`config.mk`:
```
export PLATFORM = sky130hd
export DESIGN_NAME = fetch_ctrl
export DESIGN_NICKNAME = d
export VERILOG_FILES = /design/src/rtl/rv32i_pkg.sv /design/src/rtl/fetch_buffer.sv /design/src/rtl/fetch_ctrl.sv
export SDC_FILE = /design/constraint.sdc
export NUM_CORES = 1
export LEC_CHECK = 0
export CAP_MARGIN = 20
export CORE_ASPECT_RATIO = 0.8
export CORE_MARGIN = 8
export CORE_UTILIZATION = 43
export DETAILED_ROUTE_END_ITERATION = 7
export GPL_TIMING_DRIVEN = 0
export HOLD_SLACK_MARGIN = 0.05
export PLACE_DENSITY = 0.81
export SLEW_MARGIN = 20
export SYNTH_ARGS = -nofsm -noshare
export SYNTH_HDL_FRONTEND = slang
export SYNTH_SLANG_ARGS = --single-unit
```
`constraint.sdc`:
```
create_clock -name clk -period 2 [get_ports clk]
set_input_delay 0.4 -clock clk [delete_from_list [all_inputs] [get_ports clk]]
set_output_delay 0.4 -clock clk [all_outputs]
set_load 0.02 [all_outputs]
```
`src/rtl/rv32i_pkg.sv`:
```
// ============================================================================
// Module   : rv32i_pkg
// Brief    : Shared types and constants for the rv32i_seg instruction fetch.
// Revision : 1.0 - initial release
// ============================================================================
`default_nettype none

package rv32i_pkg;

  // Fetch sequencer states
  typedef enum logic [2:0] {
    IDLE  = 3'd0,
    REQ   = 3'd1,
    WAIT  = 3'd2,
    DRAIN = 3'd3,
    HOLD  = 3'd4
  } fetch_state_t;

  // addi x0, x0, 0 -- shown to ID before the first real instruction
  localparam logic [31:0] INSTR_NOP = 32'h0000_0013;

  // Sequential fetch advances one 32-bit word
  localparam int unsigned PC_STEP = 4;

endpackage

`default_nettype wire

```
`src/rtl/fetch_buffer.sv`:
```
// ============================================================================
// Module   : fetch_buffer
// Brief    : One-entry {pc, instr} holding register between IMEM and ID.
//            Flush clears the valid bit only; pc/instr keep their last value.
// Revision : 1.0 - initial release
// ============================================================================
`default_nettype none

module fetch_buffer
  import rv32i_pkg::*;
#(
  parameter int XLEN = 32
) (
  input  logic            clk,
  input  logic            reset,
  input  logic            write_i,
  input  logic            consume_i,
  input  logic            flush_i,
  input  logic [XLEN-1:0] pc_i,
  input  logic [XLEN-1:0] instr_i,
  output logic            valid_o,
  output logic [XLEN-1:0] pc_o,
  output logic [XLEN-1:0] instr_o
);

  logic            valid_q;
  logic [XLEN-1:0] pc_q;
  logic [XLEN-1:0] instr_q;

  // Capture on write; flush wins over everything so a redirected entry is never seen
  always_ff @(posedge clk) begin
    if (reset) begin
      valid_q <= 1'b0;
      pc_q    <= '0;
      instr_q <= XLEN'(INSTR_NOP);
    end else if (flush_i) begin
      valid_q <= 1'b0;
    end else if (write_i) begin
      valid_q <= 1'b1;
      pc_q    <= pc_i;
      instr_q <= instr_i;
    end else if (consume_i) begin
      valid_q <= 1'b0;
    end
  end

  assign valid_o = valid_q;
  assign pc_o    = pc_q;
  assign instr_o = instr_q;

endmodule

`default_nettype wire

```
`src/rtl/fetch_ctrl.sv`:
```
// ============================================================================
// Module   : fetch_ctrl
// Brief    : IF-stage fetch sequencer. Owns the PC, issues one outstanding
//            IMEM request at a time, buffers one instruction for ID and
//            handles EX redirects.
//            Optional feature macro: FETCH_MISALIGN_CHK_EN (reject redirects
//            to non-word-aligned targets and flag them on fetch_misalign).
// Revision : 1.0 - initial release
// ============================================================================
`default_nettype none

module fetch_ctrl
  import rv32i_pkg::*;
#(
  parameter int              XLEN         = 32,
  parameter logic [XLEN-1:0] RESET_VECTOR = '0
) (
  input  logic            clk,
  input  logic            reset,
  output logic            imem_req,
  output logic [XLEN-1:0] imem_addr,
  input  logic            imem_gnt,
  input  logic            imem_rvalid,
  input  logic [XLEN-1:0] imem_rdata,
  output logic            if_valid,
  output logic [XLEN-1:0] if_instr,
  output logic [XLEN-1:0] if_pc,
  input  logic            if_ready,
  input  logic            redirect_valid,
  input  logic [XLEN-1:0] redirect_pc,
  output logic            fetch_misalign
);

  fetch_state_t    state_q, state_d;
  logic [XLEN-1:0] pc_q, pc_d;
  logic            imem_req_q;
  logic            redir_acc;
  logic [XLEN-1:0] redir_target;
  logic            buf_write;
  logic            buf_consume;

  // Low two bits never reach the PC: fetch is always word aligned
  assign redir_target = redirect_pc & ~XLEN'(3);

`ifdef FETCH_MISALIGN_CHK_EN
  logic redir_misalign;
  logic fetch_misalign_q;

  // A misaligned target is refused outright: no PC change, no flush
  assign redir_misalign = redirect_valid && (redirect_pc[1:0] != 2'b00);
  assign redir_acc      = redirect_valid && !redir_misalign;
  assign fetch_misalign = fetch_misalign_q;
`else
  assign redir_acc      = redirect_valid;
  assign fetch_misalign = 1'b0;
`endif

  // Next-state / next-PC; an accepted redirect overrides every other event
  always_comb begin
    state_d     = state_q;
    pc_d        = pc_q;
    buf_write   = 1'b0;
    buf_consume = 1'b0;
    if (redir_acc) begin
      pc_d = redir_target;
      case (state_q)
        // A granted request or one still in flight leaves a response to swallow
        REQ:     state_d = imem_gnt ? DRAIN : REQ;
        WAIT:    state_d = imem_rvalid ? REQ : DRAIN;
        DRAIN:   state_d = imem_rvalid ? REQ : DRAIN;
        default: state_d = REQ;
      endcase
    end else begin
      case (state_q)
        IDLE: state_d = REQ;
        REQ: begin
          if (imem_gnt) state_d = WAIT;
        end
        WAIT: begin
          if (imem_rvalid) begin
            state_d   = HOLD;
            pc_d      = pc_q + XLEN'(PC_STEP);
            buf_write = 1'b1;
          end
        end
        HOLD: begin
          if (if_ready) begin
            state_d     = REQ;
            buf_consume = 1'b1;
          end
        end
        DRAIN: begin
          if (imem_rvalid) state_d = REQ;
        end
        default: state_d = IDLE;
      endcase
    end
  end

  // FSM state, PC and registered request strobe
  always_ff @(posedge clk) begin
    if (reset) begin
      state_q    <= IDLE;
      pc_q       <= RESET_VECTOR;
      imem_req_q <= 1'b0;
`ifdef FETCH_MISALIGN_CHK_EN
      fetch_misalign_q <= 1'b0;
`endif
    end else begin
      state_q    <= state_d;
      pc_q       <= pc_d;
      imem_req_q <= (state_d == REQ);
`ifdef FETCH_MISALIGN_CHK_EN
      fetch_misalign_q <= redir_misalign;
`endif
    end
  end

  assign imem_req  = imem_req_q;
  assign imem_addr = pc_q;

  fetch_buffer #(
    .XLEN (XLEN)
  ) u_fetch_buffer (
    .clk       (clk),
    .reset     (reset),
    .write_i   (buf_write),
    .consume_i (buf_consume),
    .flush_i   (redir_acc),
    .pc_i      (pc_q),
    .instr_i   (imem_rdata),
    .valid_o   (if_valid),
    .pc_o      (if_pc),
    .instr_o   (if_instr)
  );

endmodule

`default_nettype wire

```
==> reports/results.txt <==
status: completed
final setup fails: 0
WHS Path Cells: 2
CTS tree: built
Crit Path Category: reg -> out
Slew Viols, Final: 0
skew final: 3.90 ps
area leader, netlist: dfxtp_1
initial antenna violation count: 0
Hold WC Path Type: reg -> reg
Worst Max-Slew Pin Slew: 536 ps
worst-path fanout max: 5
Synth Register Bits: 97
Total Die Area: 12800 µm²
unique cell type count in the Yosys netlist: 40
iteration count of the initial detailed-routing pass: 4
Clk Latency, worst-skew pair: 340 ps
Final HPWL DP: 10200 µm
Synth Instances: 500
largest net degree at the start of global routing: 16
RSZ-0062 raised after global routing: no
Final min period: 1930 ps
Startpoint Class: flop
critical path's top delay family: buffers and inverters
post-DR wirelength/cell: 16.6 µm
clock net sink count: 97
num rows: 31
DIE HEIGHT: 103 µm
# nets final: 750
die extent in x: 124 µm
register area share after synthesis: 48.0%
R2R Path Start: imem_addr[8]
Starting Density: 44.4%
Post-DRT Antenna Nets: 0
CTS H-Tree Depth: 3
gr usage total: 20.5%
Fin Setup TNS: 0 ps
Post-synth EDFFs: 0
IO Count: 169
TritonCTS Buffers: 9
Synth top cells by count: nand2_1, dfxtp_1, a21oi_1
f_max: 518 MHz
Synthesis Warnings: 0
dpl cell area: 5820 µm²
Post-Route WL: 13200 µm
DR iter-0 viols: 288
FF-to-FF path depth: 5
vias per cell: 5.16
slowest stage cell, crit path: clkdlybuf4s50_1
final hold violations: 0
WHS: 452 ps
cell with the most instances after synthesis: nand2_1
relative slew slack: 64.3%
top_reg_cell synth: dfxtp_1
Period Utilization, post-route: 96.5%
WP buf/inv: 1
delay of the slowest cell on the worst path: 700 ps
Worst EP arrival: 1530 ps
Leakage: 2.19 nW
Final Cell Area: 6200 µm²
hold path startpoint: u_fetch_buffer.pc_o[8]
Bufs on Longest Clock Path: 2
footprint of the multi-input gates: 1950 µm²
worst-path cell chain: clkdlybuf4s50_1
Core ar.: 9110 µm²
capturing point of the worst reg2reg path: imem_addr[27]
DRC Markers: 0
critical path endpoint category: output pin
Power Density: 714 nW/µm²
# fillers: 745
share of cells above drive strength 1: 7.47%
Seq. cell area: 1940 µm²
flop-to-flop setup slack: 100 ps
Clock Tree Root: clkbuf_16
routability cong.: 0.854
Post-synth ARST share: 0%
Area contributors post-synth: dfxtp_1, nand2_1, a21oi_1
# diodes: 0
CP required: 1600 ps
Reg clk slew, reported paths: 60 ps
global-route wire length before repair: 21200 µm
Port-buffer cells: 161
maxcap violations: 0
Hold Crit Endpoint: u_fetch_buffer.pc_o[8]
vias in the first global route: 4029
Post-Syn Area: 4050 µm²
via count: 4117
Overflow after GRT: 0
Max IR drop VDD: 0.000556 V
Area Overhead vs Synth: 53.3%
syn avg cell area: 8.10 µm²
top-area cell type share of the netlist area: 48.0%
per-layer routing:
layer	global-route usage, %	routed length (µm)
met1	24.4	5800
met2	34.3	6070
met3	8.22	1240
met4	4.89	129
met5	0	0
registers in the layout (all words and copies together) (netlist names):
signal,count
imem_req,1
u_fetch_buffer.pc_o,30
u_fetch_buffer.valid_o,1
u_fetch_buffer.instr_o,32
imem_addr,30
state_q,3
worst max-delay path by stage:
stage                     slack (ps)                         end  depth (start not counted)      startpoint
after floorplan                  240               imem_addr[24]                          6   imem_addr[11]
after global placement          -430     u_fetch_buffer.pc_o[19]                          7     imem_rvalid
after detailed placement        -530  u_fetch_buffer.instr_o[28]                          7     imem_rvalid
after CTS                         50                imem_addr[5]                          6  redirect_valid
after global routing               5                imem_addr[6]                          4           reset
final                             70               imem_addr[11]                          1   imem_addr[11]
final cells by class:
| class | count | area share (%) |
|---|---|---|
| timing repair buffer | 164 | 26.5 |
| sequential | 97 | 31.3 |
| clock inverter | 4 | 1.25 |
| clock buffer | 11 | 3.91 |
| inverter | 4 | 0.242 |
| multi-input combinational | 367 | 31.4 |
| tap | 115 | 2.32 |
| buffer | 36 | 2.94 |
through the flow:
step,utilization (%),worst slack [ps],cells,total power [mW]
floorplan,-,244,504,2.32
global placement,63.8,-429,780,2.61
detailed placement,63.8,-527,780,2.62
CTS,67.4,51.7,795,4.46
global route,68.1,5.33,798,4.59
finish,68.1,70.3,798,4.43
where the power goes:
group	total (mW)	switching [mW]	internal, mW
Combinational	0.520	0.244	0.276
Clock	1.84	0.715	1.13
Sequential	2.07	0.0788	1.99
Total	4.43	1.04	3.39
tightest hold or removal path: stages, from the launching register on:
cell and delay, ps:
dfxtp_1 310, nand2_1 50, a21oi_1 50
cells in the final DEF (no fill, tap or decap), types with 2 or more instances in the layout:
| cell type | n |
|---|---|
| buf_4 | 7 |
| nand3_1 | 5 |
| clkbuf_1 | 14 |
| a22o_1 | 2 |
| bufinv_16 | 2 |
| nor2_1 | 32 |
| and3_1 | 4 |
| dfxtp_1 | 95 |
| inv_1 | 4 |
| nand4_1 | 14 |
| nand2_1 | 148 |
| nor2_4 | 3 |
| clkbuf_2 | 10 |
| nand2b_1 | 3 |
| nand3b_1 | 5 |
| clkdlybuf4s50_1 | 161 |
| o21ai_0 | 3 |
| a21oi_1 | 69 |
| xnor2_1 | 12 |
| mux2i_1 | 3 |
| clkinv_4 | 2 |
| clkbuf_16 | 9 |
| and2_1 | 3 |
| and4_1 | 4 |
| a211oi_1 | 19 |
| conb_1 | 5 |
| dfxtp_2 | 2 |
| buf_2 | 7 |
| xor2_1 | 16 |
| nor4_1 | 4 |
what timing repair did:
action                     in CTS  in global routing
resized for setup               1                 21
hold buffers                    0                  0
hold endpoints to repair        0                  0
setup endpoints to repair      60                 63
buffers inserted                0                  3
pin swaps                       0                  2
cells by family after synthesis:
group | share of synthesized area [%]
simple gates | 27.2
flops | 48.0
compound gates | 13.0
buf+inv | 4.61
xor+xnor | 6.06
mux | 0.742
fa+ha+maj | 0.309
other cells | 0.0926
(Power assumes the default switching activity.)
